==> src/rtl/div_req_ctrl.sv <==
// div_req_ctrl: execute-stage initiator for the radix-2 SRT divider.
// Accepts one div/mod op at a time, drives divider slot 1, waits for the
// qualified completion and returns the result with its tag. A flushed op is
// kept on the divider (KILL) until it completes so no partial state remains.
// Optional last-result cache: define DIV_REQ_RESULT_CACHE_EN.
module div_req_ctrl #(
   parameter int TAG_W = 6
) (
   input  logic             clk,
   input  logic             reset,
   input  logic             flush,
   input  logic             req_valid,
   output logic             req_ready,
   input  logic             req_mod,
   input  logic             req_unsigned,
   input  logic [31:0]      req_x,
   input  logic [31:0]      req_y,
   input  logic [TAG_W-1:0] req_tag,
   output logic [66:0]      es_to_div_bus,
   input  logic [32:0]      div_to_es_bus,
   output logic             rsp_valid,
   input  logic             rsp_ready,
   output logic [31:0]      rsp_data,
   output logic [TAG_W-1:0] rsp_tag,
   output logic             busy
);

   typedef enum logic [1:0] {
      S_IDLE = 2'd0,
      S_BUSY = 2'd1,
      S_KILL = 2'd2,
      S_DONE = 2'd3
   } state_t;

   state_t           r_state;
   state_t           w_state_nxt;

   logic             r_mod;
   logic             r_unsigned;
   logic [31:0]      r_x;
   logic [31:0]      r_y;
   logic [31:0]      r_result;
   logic [TAG_W-1:0] r_tag;

   logic             w_use_div;
   logic             w_div_ok;
   logic [31:0]      w_div_result;
   logic             w_done;
   logic             w_accept;
   logic             w_capture;
   logic             w_hit;
   logic [31:0]      w_hit_result;

   assign w_div_result = div_to_es_bus[32:1];
   assign w_div_ok     = div_to_es_bus[0];

   // The divider reports ok while idle or gated, so ok only means
   // completion while we are actually requesting and not flushing.
   assign w_use_div = (r_state == S_BUSY) || (r_state == S_KILL);
   assign w_done    = w_div_ok && w_use_div && !flush;

   assign req_ready = (r_state == S_IDLE) && !flush;
   assign w_accept  = req_valid && req_ready;

   // Operand fields are only presented while the request is up.
   assign es_to_div_bus = w_use_div ? {1'b1, r_mod, r_unsigned, r_x, r_y} : 67'd0;

   assign rsp_valid = (r_state == S_DONE);
   assign rsp_data  = r_result;
   assign rsp_tag   = r_tag;
   assign busy      = (r_state != S_IDLE);

`ifdef DIV_REQ_RESULT_CACHE_EN
   logic        r_c_vld;
   logic        r_c_mod;
   logic        r_c_unsigned;
   logic [31:0] r_c_x;
   logic [31:0] r_c_y;
   logic [31:0] r_c_result;

   assign w_hit = r_c_vld && (r_c_mod == req_mod) && (r_c_unsigned == req_unsigned) &&
                  (r_c_x == req_x) && (r_c_y == req_y);
   assign w_hit_result = r_c_result;

   // Remember the last op that completed on the divider; a kill invalidates it.
   always_ff @(posedge clk or posedge reset) begin
      if (reset) begin
         r_c_vld      <= 1'b0;
         r_c_mod      <= 1'b0;
         r_c_unsigned <= 1'b0;
         r_c_x        <= 32'd0;
         r_c_y        <= 32'd0;
         r_c_result   <= 32'd0;
      end else if (r_state == S_KILL) begin
         r_c_vld <= 1'b0;
      end else if (w_capture) begin
         r_c_vld      <= 1'b1;
         r_c_mod      <= r_mod;
         r_c_unsigned <= r_unsigned;
         r_c_x        <= r_x;
         r_c_y        <= r_y;
         r_c_result   <= w_div_result;
      end
   end
`else
   assign w_hit        = 1'b0;
   assign w_hit_result = 32'd0;
`endif

   // State register.
   always_ff @(posedge clk or posedge reset) begin
      if (reset) begin
         r_state <= S_IDLE;
      end else begin
         r_state <= w_state_nxt;
      end
   end

   // Next-state logic; flush beats completion in BUSY and beats rsp_ready in DONE.
   always_comb begin
      w_state_nxt = r_state;
      w_capture   = 1'b0;
      case (r_state)
         S_IDLE: begin
            if (w_accept) begin
               w_state_nxt = w_hit ? S_DONE : S_BUSY;
            end
         end
         S_BUSY: begin
            if (flush) begin
               w_state_nxt = S_KILL;
            end else if (w_done) begin
               w_capture   = 1'b1;
               w_state_nxt = S_DONE;
            end
         end
         S_KILL: begin
            if (w_done) begin
               w_state_nxt = S_IDLE;
            end
         end
         S_DONE: begin
            if (flush || rsp_ready) begin
               w_state_nxt = S_IDLE;
            end
         end
         default: begin
            w_state_nxt = S_IDLE;
         end
      endcase
   end

   // Op fields latch on accept and stay constant for the whole divider request.
   always_ff @(posedge clk or posedge reset) begin
      if (reset) begin
         r_mod      <= 1'b0;
         r_unsigned <= 1'b0;
         r_x        <= 32'd0;
         r_y        <= 32'd0;
         r_tag      <= '0;
         r_result   <= 32'd0;
      end else begin
         if (w_accept) begin
            r_mod      <= req_mod;
            r_unsigned <= req_unsigned;
            r_x        <= req_x;
            r_y        <= req_y;
            r_tag      <= req_tag;
         end
         if (w_accept && w_hit) begin
            r_result <= w_hit_result;
         end else if (w_capture) begin
            r_result <= w_div_result;
         end
      end
   end

endmodule

==> config.mk <==
export PLATFORM = sky130hd
export DESIGN_NAME = div_req_ctrl
export DESIGN_NICKNAME = d
export VERILOG_FILES = /design/src/rtl/div_req_ctrl.sv
export SDC_FILE = /design/constraint.sdc
export NUM_CORES = 1
export LEC_CHECK = 0
export CORE_MARGIN = 2
export CORE_UTILIZATION = 37
export DETAILED_ROUTE_END_ITERATION = 10
export PLACE_DENSITY = 0.81
export SYNTH_ARGS = -nofsm -noshare
export SYNTH_HDL_FRONTEND = slang
export SYNTH_SLANG_ARGS = --single-unit
==> constraint.sdc <==
create_clock -name clk -period 3.3 [get_ports clk]
set_input_delay 0.66 -clock clk [delete_from_list [all_inputs] [get_ports clk]]
set_output_delay 0.66 -clock clk [all_outputs]
set_load 0.01 [all_outputs]
==> results of run 1 <==
==> power groups by stage <==
stage | clock network [mW] | logic (mW) | registers, mW
floorplan | 0 | 1.83 | 2.32
global placement | 0 | 3.89 | 2.24
detailed placement | 0 | 3.98 | 2.30
CTS | 1.07 | 4.00 | 2.28
global route | 1.12 | 4.22 | 2.35
finish | 1.03 | 3.93 | 2.27
==> worst max path at each step <==
stage | startpoint | endpoint | depth (start not counted)
2_1_floorplan | r_state[0] | es_to_div_bus[26] | 5
3_3_place_gp | flush | rsp_data[17] | 4
3_5_place_dp | flush | rsp_data[17] | 4
4_1_cts | r_state[1] | es_to_div_bus[24] | 5
5_1_grt | r_state[0] | es_to_div_bus[24] | 5
6_report | r_state[1] | es_to_div_bus[24] | 5
==> logic make-up after synthesis <==
group                    after synthesis  synth area share
AO/OA/AOI/OAI                          5          0.007370
flip-flops                           106            0.5788
buffers and inverters                 23           0.03358
adder cells (fa/ha/maj)                4           0.01092
AND/OR/NAND/NOR                       72            0.1010
multiplexers                         106            0.2684
==> routing by layer <==
layer	track usage	routed length, µm
met3	0.05377	863
met2	0.2851	5745
met4	0.07229	244
met5	0	0
met1	0.1899	4274
==> sequential cells by signal (all words and copies together), names as in the netlist <==
name        flops
r_mod           1
r_state         2
r_unsigned      1
r_x            32
r_y            32
rsp_data       32
rsp_tag         6
==> layout by cell type (no fill, tap or decap) <==
| master | n |
|---|---|
| clkdlybuf4s50_1 | 217 |
| dfrtp_1 | 106 |
| mux2_2 | 93 |
| and2_1 | 66 |
| mux2_4 | 10 |
| clkbuf_16 | 9 |
| buf_4 | 5 |
| inv_1 | 4 |
| clkbuf_1 | 4 |
| a21oi_1 | 3 |
| ha_1 | 3 |
| mux2_1 | 2 |
| clkinv_2 | 2 |
| nand4_2 | 1 |
| nor2_4 | 1 |
| nand2_4 | 1 |
| clkinvlp_4 | 1 |
| nand2_1 | 1 |
| nor2b_1 | 1 |
| o21a_1 | 1 |
| o221a_2 | 1 |
| nor3_1 | 1 |
| mux2i_1 | 1 |
| ha_2 | 1 |
| bufinv_16 | 1 |
| buf_12 | 1 |
==> layout make-up <==
class,count,area [µm²]
Clock inverter,3,40.04
Timing Repair Buffer,223,2230
Tap cell,168,210.2
Sequential cell,106,2653
Fill cell,980,4887
Clock buffer,13,240.2
Multi-Input combinational cell,187,1779
Inverter,5,22.52
==> summary.txt, run 1 <==
Drt
  • Vias per std cell: 4.540
  • Vias: 3201
  • DR iter-0 viols: 140
  • Final wirelength: 11.13 mm
  • Detailed Routing Iterations Pass 1: 4
  • Drt wl/cell: 15.78 µm
  • Antenna viol nets, final: 0
  • Residual DRC: 0

Worst setup path
  • WP buf/inv: 3
  • Cell family with most CP delay: buffers and inverters
  • Setup CP Type: flop to output port
  • R2R Setup Slk: 600 ps
  • CP max stage cell: clkdlybuf4s50_1
  • Worst r2r src: r_state[1]
  • Crit-path max FO: 37
  • CP Capture Type: output port
  • Largest stage delay, worst path: 560 ps
  • Worst Path Required: 2640 ps
  • Startpoint Class: flop
  • Crit path DAT: 2210 ps
  • Critical R2R Capture: rsp_data[10]
  • Crit path cell chain: inv_1 > ha_2 > buf_4 > and2_1 > clkdlybuf4s50_1
  • R2r worst-path depth: 5

Power and ir drop
  • Peak VDD IR: 568.0 µV
  • Seq pwr share: 0.314
  • Combinational Power Share: 0.543
  • Sw Ratio: 0.3117
  • Pleak: 3.054 nW
  • Clk network pwr share: 0.143
  • Tot Pwr: 7.232 mW
  • Pwr dens: 1008 nW/µm²
  • Net Switching: 2.254 mW
  • Cell Int Power: 4.978 mW

Timing
  • Setup WS post-layout: 426.5 ps
  • Fin crit share: 0.8708
  • Final Hold Fails: 0
  • F_max: 348.0 MHz
  • Worst Tran Pin Value: 1014 ps
  • Fin. max-slew vios: 0
  • Slew HR: 0.3226
  • TNS Setup: 0 ps
  • Hold_ws: 498.2 ps
  • Final-report setup violation count: 0
  • Minimum clock period: 2874 ps
  • Unrepaired setup endpoints after global routing: no
  • Post-route clock skew: 3.887 ps

Synthesis
  • Top cell type's share of synthesized area: 0.5788
  • Commonest cells in the netlist: dfrtp_1, mux2_2, and2_1, mux2_4, buf_6
  • Post-synth EDFFs: 0
  • Top post-synthesis cells by area: dfrtp_1, mux2_2, and2_1, mux2_4, buf_6
  • Post-synth ARST share: 1.000
  • Synthesis-stage register bit count: 106
  • Cells after Synth: 316
  • Post-synthesis sequential area ratio: 0.5788
  • Top_reg_cell synth: dfrtp_1
  • Largest area contributor in the netlist: dfrtp_1
  • Syn_nets: 430
  • Avg Cell Area, Syn: 14.50 µm²
  • Synth warn: 0
  • Cell Area, Synth: 4583 µm²
  • Netlist cell types: 21
  • Most common cell in the netlist: dfrtp_1

Clocking
  • H-Tree Depth: 3
  • Clock-pin slew on the worst setup and hold paths: 70 ps
  • # resized after CTS: 0
  • Clk buf depth: 2
  • Clock root cell: clkbuf_16
  • CTS Sinks: 106
  • CTS Buf Count: 9
  • TritonCTS clock tree: done
  • CTS Hold Buffers Added: 0
  • Postcts setup bufs: 0
  • Clk_lat worst skew: 340 ps

Die
  • Die height: 115.3 µm
  • Row count: 40
  • Core area: 12060 µm²
  • I/O pin total: 218
  • Total die area: 13290 µm²
  • Initial Utilization: 0.3800
  • Die W: 115.3 µm

Status
  • Outcome: completed

Final layout
  • # diodes: 0
  • Final #Nets: 646
  • Final core occ: 0.5948
  • Layout area overhead: 56.54%
  • Non-Filler Instances: 705
  • Layout cells sized above 1: 0.2365
  • Final Instance Area: 7174 µm²

GRT
  • Number of global-route vias before repair: 3380
  • Initial antenna violation count: 0
  • GRT Total Usage: 0.1660
  • Grt total ovfl: 0
  • Pin count of the biggest net entering global routing: 62
  • First-pass GRT wire length: 16.89 mm

Placement
  • Inst Count DP: 689
  • IO buf count: 217
  • Pre-CTS setup slack: 402.1 ps
  • Dpl hpwl: 8.311 mm
  • Post-Place Cell Area: 6894 µm²
  • GPL Wtd Cong: 0.7006

Worst hold path
  • WHS Endpoint: r_y[15]
  • Worst min-delay path startpoint: r_y[15]
  • Hold Crit Class: flop to flop
  • Hold path depth: 1

Flow run
  • Max_cap viols: 0
No activity file was read; power rests on OpenSTA's default activity.
==> inputs of run 2 (changes only) <==
Settings changed: REMOVE_ABC_BUFFERS set to 1.
==> run 2 against run 1 <==
Effect of this change: wire length decreased by 0.84%; largest power group unchanged; register-to-register slack improved by 50 ps; critical path depth stayed put; via count is 0.19% lower.
==> summary.txt, run 2 (synthesis gave the netlist of run 1 again) <==
Clocking
  • TritonCTS clock tree: done
  • Clk_lat worst skew: 330 ps (about the same)
  • Clock root cell: clkbuf_16
  • Clk buf depth: 2 (unchanged)
  • CTS Hold Buffers Added: 0 (unchanged)
  • CTS Sinks: 106 (unchanged)
  • H-Tree Depth: 3 (unchanged)
  • # resized after CTS: 0 (unchanged)
  • CTS Buf Count: 9 (unchanged)
  • Postcts setup bufs: 0 (unchanged)
  • Clock-pin slew on the worst setup and hold paths: 60 ps (about the same)

GRT
  • Pin count of the biggest net entering global routing: 64 (+3.2%)
  • GRT Total Usage: 0.1678 (+0.001797)
  • Initial antenna violation count: 0 (unchanged)
  • Number of global-route vias before repair: 3440 (+1.8%)
  • Grt total ovfl: 0 (unchanged)
  • First-pass GRT wire length: 17.51 mm (+3.6%)

Timing
  • Fin. max-slew vios: 0 (unchanged)
  • Final Hold Fails: 0 (unchanged)
  • Final-report setup violation count: 0 (unchanged)
  • Worst Tran Pin Value: 1008 ps (-5.683 ps)
  • Minimum clock period: 2800 ps (-73.64 ps)
  • Slew HR: 0.3264 (+0.003797)
  • F_max: 357.2 MHz (+2.6%)
  • Fin crit share: 0.8485 (-0.02232)
  • Unrepaired setup endpoints after global routing: no
  • Setup WS post-layout: 500.1 ps (+73.64 ps)
  • Post-route clock skew: 8.349 ps (+4.461 ps)
  • TNS Setup: 0 ps (unchanged)
  • Hold_ws: 497.9 ps (-0.2910 ps)

Placement
  • Dpl hpwl: 8.300 mm (-0.13%)
  • Pre-CTS setup slack: 451.8 ps (+49.63 ps)
  • IO buf count: 217 (unchanged)
  • Inst Count DP: 688 (-0.15%)
  • GPL Wtd Cong: 0.7737 (+10%)

Power and ir drop
  • Pwr dens: 1008 nW/µm² (about the same)
  • Tot Pwr: 7.246 mW (+0.20%)
  • Peak VDD IR: 445.7 µV (-22%)
  • Pleak: 3.063 nW (+0.29%)

Final layout
  • Layout area overhead: 56.87%
  • # diodes: 0 (unchanged)
  • Number of fillers in the final layout: 968 (-1.2%)
  • Non-Filler Instances: 702 (-0.43%)
  • Layout cells sized above 1: 0.2360 (-0.0005440)
  • Most common cell after layout, fill and taps aside: clkdlybuf4s50_1
  • Most used cells in the layout excluding fill and tap cells: clkdlybuf4s50_1, dfrtp_1, mux2_2
  • Final #Nets: 645 (-0.15%)

Die
  • Die height: 115.3 µm (unchanged)
  • Row count: 40 (unchanged)
  • Die W: 115.3 µm (unchanged)
  • Core area: 12060 µm² (unchanged)
  • I/O pin total: 218 (unchanged)
  • Initial Utilization: 0.3800 (unchanged)
  • Total die area: 13290 µm² (unchanged)

Worst setup path
  • Startpoint Class: flop
  • Crit-path max FO: 37 (unchanged)
  • Worst Path Required: 2640 ps (about the same)
  • Setup CP Type: flop to output port
  • Crit path DAT: 2140 ps (-70 ps)
  • CP Capture Type: output port

Drt
  • Vias: 3195 (-0.19%)
  • Residual DRC: 0 (unchanged)
  • Vias per std cell: 4.551 (+0.24%)
  • Detailed Routing Iterations Pass 1: 4 (unchanged)
  • DR iter-0 viols: 81 (-42%)
  • Final wirelength: 11.04 mm (-0.84%)
  • Drt wl/cell: 15.72 µm (-0.41%)
  • Antenna viol nets, final: 0 (unchanged)

Status
  • Outcome: completed

Worst hold path
  • Hold Crit Class: flop to flop

Flow run
  • Max_cap viols: 0 (unchanged)
## run 2: changes by cell type in the layout (fill, tap and decap cells not counted), sizes merged
cell / delta
clkinv: -2
buf: -1
clkbuf: -1
inv: +1
## run 2: report_power, final
| part | internal, mW | switching, mW | leakage (nW) |
|---|---|---|---|
| Clock | 0.622 | 0.433 | 0.141 |
| Sequential | 1.96 | 0.306 | 1.27 |
| Combinational | 2.43 | 1.50 | 1.65 |
| Total | 5.01 | 2.24 | 3.06 |
## run 2: final cells by class
cell class	count	area [µm²]	share of cell area
Clock inverter	2	37.54	0.005221
Multi-Input combinational cell	187	1777	0.2471
Timing Repair Buffer	222	2235	0.3108
Tap cell	168	210.2	0.02924
Sequential cell	106	2653	0.3690
Clock buffer	12	256.5	0.03568
Inverter	5	21.27	0.002959
## run 2: path summary, 6_finish.rpt
check	slack [ps]	startpoint	end	depth (start not counted)
setup / recovery	500	r_state[0]	es_to_div_bus[61]	5
hold / removal	500	r_x[24]	r_x[24]	1
setup reg to reg	650	r_state[0]	rsp_data[17]	5
hold reg to reg	500	r_x[24]	r_x[24]	1
max in group asynchronous	1800	reset	r_y[7]	3
min in group asynchronous	750	reset	rsp_data[10]	2
## run 2: worst max-delay path, cell delays in order, from the launching register on
cell and delay [ps]:
dfrtp_1 380, inv_1 90, ha_1 300, buf_4 290, and2_1 200, clkdlybuf4s50_1 540
## run 2: per-stage QoR
stage / util / instance area [µm²]
5_1_grt: 0.5961 / 7189
4_1_cts: 0.5961 / 7189
2_1_floorplan: - / 4448
3_3_place_gp: 0.5717 / 6895
3_5_place_dp: 0.5717 / 6895
6_report: 0.5961 / 7189
## run 2: metal layers
metal  vias to the layer above  global-route usage  wire length, µm
li1                       1488                   -                -
met1                      1584              0.2016             4437
met2                       115              0.2973             5796
met3                         8             0.05061              691
met4                         0             0.03775              110
met5                         -                   0                0
